==> config.mk <==
export PLATFORM = sky130hd
export DESIGN_NAME = chunk_serial_adder
export DESIGN_NICKNAME = d
export VERILOG_FILES = /design/src/rtl/chunk_serial_adder_pkg.sv /design/src/rtl/chunk_serial_adder_chunk_add.sv /design/src/rtl/chunk_serial_adder.sv
export SDC_FILE = /design/constraint.sdc
export NUM_CORES = 1
export LEC_CHECK = 0
export BUFFER_PORTS_ARGS = -buffer_cell sky130_fd_sc_hd__buf_2
export CAP_MARGIN = 10
export CORE_ASPECT_RATIO = 1.25
export CORE_UTILIZATION = 57
export CTS_CLUSTER_SIZE = 8
export DETAILED_ROUTE_END_ITERATION = 12
export PLACE_DENSITY = 0.91
export SLEW_MARGIN = 30
export SYNTH_ARGS = -nofsm -noshare
export SYNTH_HDL_FRONTEND = slang
export SYNTH_SLANG_ARGS = --single-unit
==> constraint.sdc <==
create_clock -name clk -period 5.3 [get_ports clk]
set_input_delay 0.53 -clock clk [delete_from_list [all_inputs] [get_ports clk]]
set_output_delay 0.53 -clock clk [all_outputs]
set_load 0.02 [all_outputs]
==> src/rtl/chunk_serial_adder_pkg.sv <==
// rtl/chunk_serial_adder_pkg.sv - state encoding and parameter helpers for the chunk-serial adder
package chunk_serial_adder_pkg;

  typedef enum logic [1:0] {
    IDLE = 2'd0,
    RUN  = 2'd1,
    DONE = 2'd2
  } state_t;

  // Chunk index width; a single-chunk adder still keeps a 1-bit index.
  function automatic int calc_cw(input int nch);
    return (nch <= 1) ? 1 : $clog2(nch);
  endfunction

  function automatic bit widths_ok(input int width, input int chunk);
    return (chunk >= 1) && (chunk <= width) && ((width % chunk) == 0);
  endfunction

endpackage

==> src/rtl/chunk_serial_adder_chunk_add.sv <==
// rtl/chunk_serial_adder_chunk_add.sv - combinational CHUNK-bit adder slice with carry into its top bit
module chunk_add #(
  parameter int CHUNK = 4
) (
  input  logic [CHUNK-1:0] x,
  input  logic [CHUNK-1:0] y,
  input  logic             ci,
  output logic [CHUNK-1:0] s,
  output logic             co,
  output logic             c_msb_in
);

  logic [CHUNK:0] full;

  assign full = {1'b0, x} + {1'b0, y} + {{CHUNK{1'b0}}, ci};
  assign s    = full[CHUNK-1:0];
  assign co   = full[CHUNK];
  // Top sum bit is x^y^carry-in, so the carry into it falls out of the sum.
  assign c_msb_in = s[CHUNK-1] ^ x[CHUNK-1] ^ y[CHUNK-1];

endmodule

==> src/rtl/chunk_serial_adder.sv <==
// rtl/chunk_serial_adder.sv - multi-cycle adder, CHUNK bits per clock, LS chunk first
// Optional subtract mode (sub port) enabled by defining CHUNK_SERIAL_ADDER_SUB_EN.
module chunk_serial_adder
  import chunk_serial_adder_pkg::*;
#(
  parameter int WIDTH = 16,
  parameter int CHUNK = 4
) (
  input  logic             clk,
  input  logic             rst,
  input  logic             in_valid,
  output logic             in_ready,
  input  logic [WIDTH-1:0] a,
  input  logic [WIDTH-1:0] b,
  input  logic             cin,
`ifdef CHUNK_SERIAL_ADDER_SUB_EN
  input  logic             sub,
`endif
  output logic             out_valid,
  input  logic             out_ready,
  output logic [WIDTH-1:0] sum,
  output logic             cout,
  output logic             ovf
);

  localparam int NCH = WIDTH / CHUNK;
  localparam int CW  = calc_cw(NCH);
  localparam logic [CW-1:0] LAST_IDX = CW'(NCH - 1);

  if (!widths_ok(WIDTH, CHUNK)) begin : g_param_check
    $error("chunk_serial_adder: WIDTH must be a positive multiple of CHUNK");
  end

  state_t           state;
  state_t           state_n;
  logic [CW-1:0]    idx;
  logic             carry;
  logic [WIDTH-1:0] a_q;
  logic [WIDTH-1:0] b_q;
  logic [WIDTH-1:0] sum_q;
  logic             cout_q;
  logic             ovf_q;
  logic             sub_q;
  logic             last_chunk;

  logic [CHUNK-1:0] cx;
  logic [CHUNK-1:0] cy;
  logic [CHUNK-1:0] cs;
  logic             cco;
  logic             cmsb;

  assign last_chunk = (idx == LAST_IDX);

  // Subtraction reuses the adder: invert B here, force carry-in at accept.
  assign cx = a_q[idx*CHUNK +: CHUNK];
  assign cy = sub_q ? ~b_q[idx*CHUNK +: CHUNK] : b_q[idx*CHUNK +: CHUNK];

  chunk_add #(
    .CHUNK (CHUNK)
  ) u_chunk_add (
    .x        (cx),
    .y        (cy),
    .ci       (carry),
    .s        (cs),
    .co       (cco),
    .c_msb_in (cmsb)
  );

  always_ff @(posedge clk) begin
    if (rst) begin
      state <= IDLE;
    end else begin
      state <= state_n;
    end
  end

  always_comb begin
    state_n = state;
    case (state)
      IDLE:    if (in_valid)   state_n = RUN;
      RUN:     if (last_chunk) state_n = DONE;
      DONE:    if (out_ready)  state_n = IDLE;
      default:                 state_n = IDLE;
    endcase
  end

  always_comb begin
    in_ready  = (state == IDLE);
    out_valid = (state == DONE);
  end

  always_ff @(posedge clk) begin
    if (rst) begin
      a_q    <= '0;
      b_q    <= '0;
      carry  <= 1'b0;
      idx    <= '0;
      sum_q  <= '0;
      cout_q <= 1'b0;
      ovf_q  <= 1'b0;
    end else begin
      case (state)
        IDLE: begin
          if (in_valid) begin
            a_q <= a;
            b_q <= b;
            idx <= '0;
`ifdef CHUNK_SERIAL_ADDER_SUB_EN
            carry <= sub ? 1'b1 : cin;
`else
            carry <= cin;
`endif
          end
        end
        RUN: begin
          sum_q[idx*CHUNK +: CHUNK] <= cs;
          carry <= cco;
          if (last_chunk) begin
            cout_q <= cco;
            ovf_q  <= cmsb ^ cco;
            idx    <= '0;
          end else begin
            idx <= idx + CW'(1);
          end
        end
        default: ;
      endcase
    end
  end

`ifdef CHUNK_SERIAL_ADDER_SUB_EN
  always_ff @(posedge clk) begin
    if (rst) begin
      sub_q <= 1'b0;
    end else if (state == IDLE && in_valid) begin
      sub_q <= sub;
    end
  end
`else
  assign sub_q = 1'b0;
`endif

  assign sum  = sum_q;
  assign cout = cout_q;
  assign ovf  = ovf_q;

endmodule

==> flow_summary.json <==
{
  "p_leak_nw": 1.184,
  "num_io_pins": 57,
  "numCtsBuffers": 5,
  "core_area_sq_um": 3879,
  "clock.fmax_mhz": 287.8,
  "max_slew_margin_pct": 48.65,
  "vias": 1999,
  "grt_pass1_vias": 1869,
  "tightestPinTransition_ns": 0.7693,
  "hold_ws_ns": 0.4546,
  "first_iter_violations": 150,
  "clk_latency_ns": 0.31,
  "cp_slowest_cell": "dfxtp_1",
  "report.final.setup_viol": 0,
  "synth-async-reset-ratio_pct": 0,
  "clkSinkCount": 55,
  "yosys_warnings": 0,
  "final_cell_count_no_fill": 368,
  "diodes": 0,
  "portBuffers": 56,
  "rsz0062_at_grt": "no",
  "area_delta_synth_final_pct": 16.49,
  "startpoint_type": "flip-flop",
  "syn_inst": 265,
  "track_usage_pct": 25.17,
  "grt_max_degree": 56,
  "antenna_found_initial": 0,
  "busiest_layer": "met2",
  "routed_via_density": 5.432,
  "met2_usage_pct": 44.94,
  "grt_pass1_wl_um": 8280,
  "drt.antenna.violating_nets": 0,
  "crit_chain": "mux4_2, fa_1, fa_1, a21o_1, a21oi_1, xnor3_1, xnor2_1, a211oi_2",
  "rows": 25,
  "slew_violations": 0,
  "post-route-period-util_pct": 65.56,
  "seq_area_frac_synth_pct": 46.81,
  "crit_path_frequent_cell": "fa_1",
  "syn_area_per_cell_sq_um": 8.876,
  "synth_seq_cells": 55,
  "cts_tree": "yes",
  "gr-usage-met1_pct": 29.55,
  "p_per_area_nw_per_um2": 285.8,
  "die_w_um": 59.46,
  "die_y_um": 73.82,
  "wl_per_cell_um": 13.57,
  "syn-cell-area_sq_um": 2352,
  "r2r_slack_ns": 1.83,
  "fin_crit_ns": 3.474,
  "placedCellCount": 360,
  "final_net_count": 361,
  "synth_edf_count": 0,
  "synthFlopType": "dfxtp_1",
  "hold_violations": 0,
  "min-delay-path-class": "in2reg",
  "end_kind": "flip-flop",
  "htreeDepth": 2,
  "use_met3_pct": 5.282,
  "routed_wl_um": 4994,
  "start_util_pct": 60.65,
  "finClkSkew_ns": 0.007513,
  "grt_overflow_total": 0,
  "syn_nets": 313,
  "synth_top_area_share_pct": 46.81,
  "drive_gt1_share_pct": 23.25,
  "drv_cap": 0,
  "die_area_sq_um": 4389,
  "critPathMaxStageDelay_ns": 0.83,
  "dpl.hpwl_um": 3434,
  "clockBufferDepth": 2,
  "ir_drop_mv": 0.2062,
  "criticalPathCategory": "reg2reg",
  "ys_top_cells_by_area": "dfxtp_1 (47%), nand2_1 (11%), a21oi_1 (8.1%), mux4_2 (7.7%), a22oi_1 (5.1%)",
  "arrival_ns": 3.70,
  "cts-hold-fix-buffers": 0,
  "yosysTopAreaCell": "dfxtp_1",
  "post_cts_resized": 0,
  "post-cts-setup-buffers": 0,
  "place_congestion": 0.8163,
  "root_buffer": "clkbuf_8",
  "final_cell_area_sq_um": 2740,
  "finalSetupTns_ns": 0,
  "dpl_cell_area_sq_um": 2656,
  "ys_types": 25,
  "worstPathRequired_ns": 5.53,
  "cp_max_fo": 16,
  "dr.pass1.iters": 5,
  "drc": 0,
  "clk_pin_slew_worst_paths_ns": 0.09,
  "status": "complete, no violations"
}
worst paths after layout:
kind,from,to,cells after the start
worst max-delay path,idx[0]$_SDFFE_PP0P_,ovf$_SDFFE_PP0P_,8
worst min-delay path,a[9],a_q[9]$_SDFFE_PP0P_,3
worst max register to register,idx[0]$_SDFFE_PP0P_,ovf$_SDFFE_PP0P_,8
worst min register to register,b_q[7]$_SDFFE_PP0P_,b_q[7]$_SDFFE_PP0P_,2
registers in the layout, indices dropped and copies added (netlist names):
signal and count:
b_q 16, ovf 1, a_q 16, idx 2, cout 1, carry 1, sum 16, state 2
layout by cell type (no fill, tap or decap), drive strengths merged:
master | synthesis | final
and4 | 3 | 3
buf | 2 | 57
mux4 | 8 | 8
dfxtp | 55 | 55
nand2b | 2 | 2
a211oi | 2 | 2
nor2b | 2 | 2
a22oi | 16 | 16
nand3 | 1 | 1
xnor3 | 1 | 1
nor2 | 27 | 27
a21oi | 38 | 38
nand2 | 70 | 70
clkbuf | 14 | 7
fa | 2 | 2
inv | 4 | 4
a221oi | 1 | 1
a21o | 2 | 2
ha | 9 | 9
clkinv | 0 | 1
xor2 | 1 | 1
and2 | 2 | 2
nand4 | 1 | 1
xnor2 | 2 | 2
layout make-up:
cell class              instances  area, sq um
repair buffers                 57        297.8
fillers                       323         1139
inverters                       4        15.01
clock buffers                   7        76.32
clock inverters                 1        5.005
well taps                      54        67.56
flip-flops and latches         55         1101
multi-input cells             190         1177
routing by layer:
metal  up-vias  wire length (um)
li1        996                 -
met1       932              1975
met2        65              2712
met3         6               252
met4         0                53
met5         -                 0
cell usage after synthesis (all sizes together), types with 3 or more instances:
cell type / number
nand2: 70
a22oi: 16
dfxtp: 55
a21oi: 38
clkbuf: 14
nor2: 27
mux4: 8
ha: 9
and4: 3
inv: 4
report_power, final:
group          leakage, nW  switching [mW]  internal (mW)  total (mW)
Sequential           0.449          0.0147          0.431       0.446
Clock               0.0422           0.126         0.0930       0.219
Combinational        0.693          0.0679         0.0504       0.118
worst max-delay path, delay by kind of cell (launching register included):
| kind | cells | cell delay [ns] |
|---|---|---|
| compound gates | 3 | 0.68 |
| flops | 1 | 0.83 |
| fa+ha+maj | 2 | 0.86 |
| mux | 1 | 0.61 |
| xor+xnor | 2 | 0.41 |
kinds of logic (layout without fill, tap and decap cells):
family	Yosys count	after routing	synth area share (%)
XOR/XNOR	4	4	2.075
AND/OR/NAND/NOR	108	108	18.67
adder cells (fa/ha/maj)	11	11	6.490
AO/OA/AOI/OAI	59	59	15.05
buffers and inverters	20	69	3.244
flip-flops	55	55	46.81
multiplexers	8	8	7.659
metrics by stage:
step	util (%)	total power, mW	worst slack, ns
floorplan	-	0.5342	1.950
global placement	68.03	0.5658	1.907
detailed placement	68.48	0.5715	1.826
CTS	70.58	0.7840	1.789
global route	70.65	0.8184	1.613
finish	70.65	0.7831	1.826
No activity file was read; power rests on OpenSTA's default activity.
